[src/rtl/lab_result_bcd_if.sv]
// Upstream strobe plus downstream valid/ready bundle for lab_result_bcd.
// out_raw exists only when OUT_RAW_EN is defined.
interface lab_result_bcd_if;
  logic       in_valid;
  logic [6:0] in_result;
  logic       out_ready;
  logic       out_valid;
  logic       out_sign;
  logic [3:0] out_tens;
  logic [3:0] out_ones;
  logic       fifo_full;
  logic       overflow;
`ifdef OUT_RAW_EN
  logic [6:0] out_raw;
`endif

  modport master (
`ifdef OUT_RAW_EN
    input  out_raw,
`endif
    output in_valid, in_result, out_ready,
    input  out_valid, out_sign, out_tens, out_ones, fifo_full, overflow
  );

  modport slave (
`ifdef OUT_RAW_EN
    output out_raw,
`endif
    input  in_valid, in_result, out_ready,
    output out_valid, out_sign, out_tens, out_ones, fifo_full, overflow
  );
endinterface

[src/rtl/lab_result_bcd.sv]
// Buffers 7-bit signed results in a FIFO and converts each to sign + 2 BCD digits
// with a 7-step double-dabble engine. Optional OUT_RAW_EN adds out_raw.
module lab_result_bcd #(
  parameter int DEPTH  = 4,
  parameter int DATA_W = 7
) (
  input  logic             clk,
  input  logic             rst_n,
  lab_result_bcd_if.slave  bus
);
  localparam int AW = (DEPTH > 1) ? $clog2(DEPTH) : 1;
  localparam int CW = AW + 1;

  typedef enum logic [1:0] {IDLE, CONV, DONE} state_t;

  state_t            state;
  logic [DATA_W-1:0] mem [DEPTH];
  logic [AW-1:0]     wr_ptr, rd_ptr;
  logic [CW-1:0]     count;
  logic              pop, push, full;
  logic              ovf_q, sign_q, out_valid_q;
  logic [7:0]        bcd;
  logic [DATA_W-1:0] mag;
  logic [2:0]        step;
  logic [DATA_W-1:0] head, head_mag;
  logic [3:0]        ones_adj, tens_adj;
`ifdef OUT_RAW_EN
  logic [DATA_W-1:0] raw_q;
`endif

  assign full  = (count == CW'(DEPTH));
  assign pop   = (state == IDLE) && (count != '0);
  // A full FIFO still accepts when the FSM frees a slot on the same edge.
  assign push  = bus.in_valid && (!full || pop);
  assign head  = mem[rd_ptr];
  assign head_mag = head[DATA_W-1] ? (~head + DATA_W'(1)) : head;

  assign ones_adj = (bcd[3:0] >= 4'd5) ? bcd[3:0] + 4'd3 : bcd[3:0];
  assign tens_adj = (bcd[7:4] >= 4'd5) ? bcd[7:4] + 4'd3 : bcd[7:4];

  always_ff @(posedge clk) begin
    if (push) mem[wr_ptr] <= bus.in_result;
  end

  always_ff @(posedge clk or negedge rst_n) begin
    if (!rst_n) begin
      wr_ptr <= '0;
      rd_ptr <= '0;
      count  <= '0;
      ovf_q  <= 1'b0;
    end else begin
      if (push) wr_ptr <= wr_ptr + AW'(1);
      if (pop)  rd_ptr <= rd_ptr + AW'(1);
      case ({push, pop})
        2'b10:   count <= count + CW'(1);
        2'b01:   count <= count - CW'(1);
        default: count <= count;
      endcase
      if (bus.in_valid && !push) ovf_q <= 1'b1;
    end
  end

  always_ff @(posedge clk or negedge rst_n) begin
    if (!rst_n) begin
      state       <= IDLE;
      sign_q      <= 1'b0;
      bcd         <= '0;
      mag         <= '0;
      step        <= '0;
      out_valid_q <= 1'b0;
`ifdef OUT_RAW_EN
      raw_q       <= '0;
`endif
    end else begin
      case (state)
        IDLE: if (pop) begin
          sign_q <= head[DATA_W-1];
          mag    <= head_mag;
          bcd    <= '0;
          step   <= '0;
          state  <= CONV;
`ifdef OUT_RAW_EN
          raw_q  <= head;
`endif
        end
        CONV: begin
          // Adjust nibbles, then shift {bcd, mag} left by one.
          {bcd, mag} <= {tens_adj, ones_adj, mag} << 1;
          step <= step + 3'd1;
          if (step == 3'd6) begin
            state       <= DONE;
            out_valid_q <= 1'b1;
          end
        end
        DONE: if (bus.out_ready) begin
          state       <= IDLE;
          out_valid_q <= 1'b0;
        end
        default: state <= IDLE;
      endcase
    end
  end

  assign bus.out_valid = out_valid_q;
  assign bus.out_sign  = sign_q;
  assign bus.out_tens  = bcd[7:4];
  assign bus.out_ones  = bcd[3:0];
  assign bus.fifo_full = full;
  assign bus.overflow  = ovf_q;
`ifdef OUT_RAW_EN
  assign bus.out_raw   = raw_q;
`endif
endmodule
[src/flat_wrapper.sv]
// flat-port wrapper written by rule: the top's interface ports become plain ports
module lab_result_bcd_flat 
#(
  parameter int DEPTH  = 4,
  parameter int DATA_W = 7
)
  (clk, rst_n, bus_in_valid, bus_in_result, bus_out_ready, bus_out_valid, bus_out_sign, bus_out_tens, bus_out_ones, bus_fifo_full, bus_overflow);
  lab_result_bcd_if bus_i ();
  input  logic clk;
  input  logic rst_n;
  input wire logic [$bits(bus_i.in_valid)-1:0] bus_in_valid;
  input wire logic [$bits(bus_i.in_result)-1:0] bus_in_result;
  input wire logic [$bits(bus_i.out_ready)-1:0] bus_out_ready;
  output wire logic [$bits(bus_i.out_valid)-1:0] bus_out_valid;
  output wire logic [$bits(bus_i.out_sign)-1:0] bus_out_sign;
  output wire logic [$bits(bus_i.out_tens)-1:0] bus_out_tens;
  output wire logic [$bits(bus_i.out_ones)-1:0] bus_out_ones;
  output wire logic [$bits(bus_i.fifo_full)-1:0] bus_fifo_full;
  output wire logic [$bits(bus_i.overflow)-1:0] bus_overflow;
  assign bus_i.in_valid = bus_in_valid;
  assign bus_i.in_result = bus_in_result;
  assign bus_i.out_ready = bus_out_ready;
  assign bus_out_valid = bus_i.out_valid;
  assign bus_out_sign = bus_i.out_sign;
  assign bus_out_tens = bus_i.out_tens;
  assign bus_out_ones = bus_i.out_ones;
  assign bus_fifo_full = bus_i.fifo_full;
  assign bus_overflow = bus_i.overflow;
  lab_result_bcd #(.DEPTH(DEPTH), .DATA_W(DATA_W)) u_core (.clk(clk), .rst_n(rst_n), .bus(bus_i));
endmodule
[config.mk]
export PLATFORM = sky130hd
export DESIGN_NAME = lab_result_bcd_flat
export DESIGN_NICKNAME = d
export VERILOG_FILES = /design/src/rtl/lab_result_bcd_if.sv /design/src/rtl/lab_result_bcd.sv /design/src/flat_wrapper.sv
export SDC_FILE = /design/constraint.sdc
export NUM_CORES = 1
export LEC_CHECK = 0
export BUFFER_PORTS_ARGS = -buffer_cell sky130_fd_sc_hd__buf_2
export CAP_MARGIN = 20
export CORE_ASPECT_RATIO = 1.75
export CORE_MARGIN = 3
export CORE_UTILIZATION = 35
export CTS_BUF_LIST = sky130_fd_sc_hd__clkbuf_16
export DETAILED_ROUTE_END_ITERATION = 10
export GPL_ROUTABILITY_DRIVEN = 0
export HOLD_SLACK_MARGIN = 0.02
export PLACE_DENSITY = 0.62
export SLEW_MARGIN = 20
export SYNTH_ARGS = -nofsm -noshare
export SYNTH_HDL_FRONTEND = slang
export SYNTH_SLANG_ARGS = --single-unit
[constraint.sdc]
create_clock -name clk -period 2.45 [get_ports clk]
set_input_delay 0.1225 -clock clk [delete_from_list [all_inputs] [get_ports clk]]
set_output_delay 0.1225 -clock clk [all_outputs]
set_load 0.005 [all_outputs]
# Word level (Yosys, flattened, before mapping)
# Memory sizes are Yosys's and may differ from the RTL's.
# Index checks and enable logic that the tools add are counted.
# classes
addsub,8
order_cmp,2
n_eq_ne,9
muxes,19
bitwise_logic,1
reduce_logical,15
# op_table
cell,n
$pmux 8 s2,1
$mux 7,2
$pmux 7 s2,1
$pmux 3 s2,2
$ge 4x3->1 const B,2
$mux 8,1
$add 7x1->7 const B,1
$not 7->7,1
$add 3x1->3 const B,2
$eq 3x3->1 const B,2
$mux 2,3
$mux 3,2
$pmux 2 s3,1
$reduce_and 3->1,2
$reduce_bool 2->1,3
$add 2x1->2 const B,2
$add 4x2->4 const B,1
$eq 2x1->1 const B,2
$eq 2x2->1 const B,2
$mux 1,4
$mux 4,1
$ne 2x1->1 const B,2
$reduce_and 2->1,2
$add 3x2->3 const B,1
8 further kinds,11
# totals
register_bits,30
ramBits,28
in_bits,11
out_inout_bits,12
elab_cells,65
memories,1
# mem_list
name,depth,word_bits,read_ports,rd_ports_with_merged_regs,wr,line_no,source
u_core.mem,4,7,1,0,1,lab_result_bcd.sv:17,logic [DATA_W-1:0] mem [DEPTH];

# Depth between registers and ports, before layout
# logic_depth
ltp_word,6
mapped_depth,11
depth_no_buf,11

# Worst setup path after synthesis
# Ideal clock, no wire load.
# synth_path
kind,reg-to-reg
startpoint,reg u_core.count[0]
endpoint,reg u_core.count[2]
setup_time_ns,0.079
arrival_time_ns,1.938
t_required_ns,2.371
path_slack_ns,0.433
stages_incl_launch_ff,12
path_buffers,0
synth_period_minus_slack_ns,2.017
path_cell_list,dfrtp_1 > inv_1 > and3_1 > nor2b_1 > nor2b_1 > inv_1 > ha_1 > inv_1 > fa_1 > xor2_1 > nor2_1 > xor2_1
# synth_between
elab_chain_cells,6
word_cells_on_any_way,12
cone_classes,add/sub (2); eq/ne (3); mux (1); reduce/logical (6)
# synth_lines
item,line_no,source
"start, declared",lab_result_bcd.sv:19,logic [CW-1:0] count;
"start signal, assigned",lab_result_bcd.sv:55,2'b10: count <= count + CW'(1);
"start signal, assigned",lab_result_bcd.sv:56,2'b01: count <= count - CW'(1);
"start signal, assigned",lab_result_bcd.sv:57,default: count <= count;
$eq 3x3->1 *,lab_result_bcd.sv:31,assign full = (count == CW'(DEPTH));
named net bus_fifo_full,flat_wrapper.sv:18,output wire logic [$bits(bus_i.fifo_full)-1:0] bus_fifo_full;
$logic_not 1->1 *,lab_result_bcd.sv:34,assign push = bus.in_valid && (!full || pop);
$logic_or 1x1->1 *,lab_result_bcd.sv:34,
$logic_and 1x1->1 *,lab_result_bcd.sv:34,
$eq 2x1->1 / $eq 2x2->1 (equally long branches),lab_result_bcd.sv:54,"case ({push, pop})"
$pmux 3 s2 / $reduce_bool 2->1 (equally long branches),n/a,
# Mark *: on every way through the listed nets, which the timed path passes. The rest lies on a longest branch.
# A chain may end at the register's enable or synchronous reset.

# Final worst setup path
# layout_path
startpoint,reg u_core.rd_ptr[0]
endpoint,reg u_core.mag[5]
# layout_between
elab_chain_cells,6
# layout_lines
item,line_no,source
"start, declared",lab_result_bcd.sv:18,"logic [AW-1:0] wr_ptr, rd_ptr;"
"start signal, assigned",lab_result_bcd.sv:53,if (pop) rd_ptr <= rd_ptr + AW'(1);
$mem_v2 4x7 *,n/a,
$not 7->7,lab_result_bcd.sv:36,assign head_mag = head[DATA_W-1] ? (~head + DATA_W'(1)) : head;
$add 7x1->7,lab_result_bcd.sv:36,
$mux 7 *,lab_result_bcd.sv:36,
$mux 7 *,lab_result_bcd.sv:76,IDLE: if (pop) begin
$pmux 7 s2 *,lab_result_bcd.sv:75,case (state)
"end signal, assigned",lab_result_bcd.sv:78,mag <= head_mag;
"end signal, assigned",lab_result_bcd.sv:88,"{bcd, mag} <= {tens_adj, ones_adj, mag} << 1;"
"end, declared",lab_result_bcd.sv:23,logic [DATA_W-1:0] mag;
# Mark *: on every way between the ends. The rest lies on a longest branch, timed or not. The select of a mux whose other input is x is not followed.

==> results.cfg <==
[global_route]
grt_pass1_vias = 1647
grt_antenna_before_repair = 0
grt_overflow = 0
track_usage_pct = 12.1
grt_pass1_wl_mm = 7.80
grt_max_degree = 31

[cts]
clk_pin_slew_ns = 0.05
cts_sinks = 58
clk_latency_ns = 0.32
cts_buffer_depth = 2
post-cts-setup-buffers = 0
root_buffer = clkbuf_16
h-tree-depth = 3
cts_tree = done
numCtsBuffers = 9

[cells_and_area]
fin_nets = 263
n_antenna_cell = 0
fillers = 679
area_growth_syn_to_layout_pct = 22.5
fin_util_pct = 44.6
drive_above_1_share_pct = 18.9

[route]
vias = 1660
dr_wl_met2_mm = 2.69
drtPass1Iterations = 4
wl_per_cell_um = 14.3
drt_first_iter_violations = 71
dr_wl_met3_um = 180
highest_layer = met4
drc_errors = 0
wl_mm = 4.73
routed_via_density = 5.03
met1_length_mm = 1.73
ant_nets = 0

[sta]
setup_viol = 0
period_share_pct = 86.0
tightestPinTransition_ns = 0.712
tns_ns = 0
fmax_mhz = 474
fin_crit_ns = 2.11
finalWorstSetupSlack_ns = 0.342
rsz0062_at_grt = false
clock_skew_ns = 0.00809
final_max_slew_viol_count = 0
relSlewSlack_pct = 52.0
hold_viol = 0

[floorplan]
die_y_um = 121
fp-row-count = 41
coreArea_mm2 = 0.00728
die_x_um = 71.8
die-area_mm2 = 0.00871
ioPinCount = 23
start_util_pct = 36.4

[flow_run]
cap_violations = 0

[yosys]
ys_async_sr_fraction_pct = 51.7
syn_area_per_cell_um2 = 13.5
synth-main-ff-cell = dfrtp_1
syn_area_mm2 = 0.00266
synth_edf_count = 28
yosysSeqAreaShare_pct = 59.9
synth_cells = 197
netlist-cell-type-count = 42
synth.ff_latch_count = 58
yosys_warnings = 0
syn-num-nets = 221

[pwr]
ir_worst_vdd_mv = 0.612
power_density_mw_per_mm2 = 1330
p_leak_nw = 1.37

[status]
status = finished clean

[placement]
io_buffers = 22
preCtsSetupSlack_ns = 0.328
hpwl_mm = 3.48

[critical_path]
required_ns = 2.65
worst-setup-path-type = reg -> reg
crit_buf_inv = 1
path_delay_family = multiplexers
crit_path_top_delay_cell = mux4_2
critPathCaptureType = flip-flop
worstPathCellList = buf_4 > mux4_2 > or3_4 > o31ai_4 > xor2_1 > o21ai_1
startpoint_type = flip-flop
path_max_fanout = 9
cp.arrival_ns = 2.30
cp_slowest_stage_delay_ns = 0.55

[min_path]
worstHoldPathType = in -> reg
==> through the flow <==
stage | total power [W] | instances | hold slack (ns) | cell area (um2)
6_report | 0.00432 | 330 | 0.0257 | 3250
5_1_grt | 0.00465 | 330 | 0.0388 | 3250
4_1_cts | 0.00440 | 330 | 0.0219 | 3250
3_5_place_dp | 0.00321 | 305 | 0.223 | 2880
3_3_place_gp | 0.00314 | 305 | 0.207 | 2880
2_1_floorplan | 0.00276 | 197 | -0.173 | 2660
==> cells in the mapped netlist, types with 2 or more instances <==
| cell | count | area [um2] |
|---|---|---|
| dfrtp_1 | 30 | 751 |
| edfxtp_1 | 28 | 841 |
| nand2_1 | 17 | 63.8 |
| inv_1 | 14 | 52.6 |
| o21ai_0 | 13 | 65.1 |
| ha_1 | 12 | 150 |
| xnor2_1 | 7 | 61.3 |
| nor2_1 | 6 | 22.5 |
| a22oi_1 | 5 | 37.5 |
| xor2_1 | 5 | 43.8 |
| a21oi_1 | 4 | 20.0 |
| and2_1 | 4 | 25.0 |
| mux4_1 | 4 | 105 |
| nand2b_1 | 4 | 25.0 |
| nor2b_1 | 4 | 25.0 |
| clkbuf_1 | 3 | 11.3 |
| mux4_2 | 3 | 67.6 |
| nand3_1 | 3 | 15.0 |
| o22ai_1 | 3 | 18.8 |
| o31ai_1 | 3 | 22.5 |
| a32o_1 | 2 | 20.0 |
| o21ai_1 | 2 | 10.0 |
| o311ai_0 | 2 | 17.5 |
==> sequential cells by signal (all words and copies together) (netlist names) <==
register	count
u_core.state	2
u_core.bus.overflow	1
u_core.bcd	8
u_core.bus.out_sign	1
u_core.step	3
u_core.count	3
u_core.wr_ptr	2
u_core.mag	7
u_core.mem	28
u_core.bus.out_valid	1
u_core.rd_ptr	2
==> placed cells by master (no fill, tap or decap), drive strengths merged, types with 2 or more instances in the layout <==
| master | synthesis | final |
|---|---|---|
| ha | 12 | 12 |
| buf | 2 | 27 |
| dfrtp | 30 | 30 |
| or3 | 2 | 2 |
| clkbuf | 3 | 9 |
| dlygate4sd3 | 0 | 9 |
| o31ai | 4 | 4 |
| mux4 | 7 | 7 |
| o21ai | 15 | 15 |
| edfxtp | 28 | 28 |
| a22oi | 5 | 5 |
| nand2b | 4 | 4 |
| nor2b | 4 | 4 |
| o22ai | 3 | 3 |
| a21oi | 4 | 4 |
| a32o | 2 | 2 |
| o311ai | 2 | 2 |
| xnor2 | 7 | 7 |
| and2 | 4 | 4 |
| nand3 | 3 | 3 |
| clkinv | 0 | 4 |
| xor2 | 5 | 5 |
| inv | 14 | 16 |
| nand2 | 17 | 17 |
| nor2 | 6 | 6 |
==> final cells by class <==
cell class,instances,area (um2),area share (%)
Clock buffer,9,225,6.93
Clock inverter,7,53.8,1.65
Inverter,14,52.6,1.62
Multi-Input combinational cell,120,983,30.2
Sequential cell,58,1590,48.9
Tap cell,86,108,3.31
Timing Repair Buffer,36,238,7.31
==> repair_timing <==
| item | in CTS | in global routing |
|---|---|---|
| hold endpoints to repair | 56 | 0 |
| hold buffers | 9 | 0 |
| resized for setup | 0 | 0 |
==> metal layers <==
layer	GRT usage [%]	vias to the layer above
li1	-	808
met1	12.0	819
met2	21.8	25
met3	3.32	8
met4	7.41	0
met5	0	-
==> cell families after synthesis <==
logic type                 share of synthesized area, %
AOI/OAI and AO/OA                                  10.3
xor gates and xnor gates                           3.96
adders and majority gates                          6.41
buffers and inverters                              3.02
DFF                                                59.9
muxes                                              7.30
and+or+nand+nor                                    9.05
==> path summary, 6_finish.rpt <==
path | from | to | slack [ns] | cells after the start
max | u_core.rd_ptr[0]$_DFFE_PN0P_ | u_core.mag[5]$_DFFE_PN0P_ | 0.34 | 6
min reg2reg | u_core.bus.overflow$_DFFE_PN0P_ | u_core.bus.overflow$_DFFE_PN0P_ | 0.44 | 1
min | bus_in_result[1] | u_core.mem[2][1]$_DFFE_PP_ | 0.03 | 1
max in group asynchronous | rst_n | u_core.mag[3]$_DFFE_PN0P_ | 1.60 | 2
min in group asynchronous | rst_n | u_core.step[1]$_DFFE_PN0P_ | 0.39 | 2
max reg2reg | u_core.rd_ptr[0]$_DFFE_PN0P_ | u_core.mag[5]$_DFFE_PN0P_ | 0.34 | 6
==> report_power, final <==
| part | internal [W] | leakage, nW | switching [W] |
|---|---|---|---|
| logic | 0.000745 | 0.601 | 0.000839 |
| clock network | 0.000763 | 0.144 | 0.000389 |
| registers | 0.00137 | 0.621 | 0.000223 |
(Power assumes the default switching activity.)
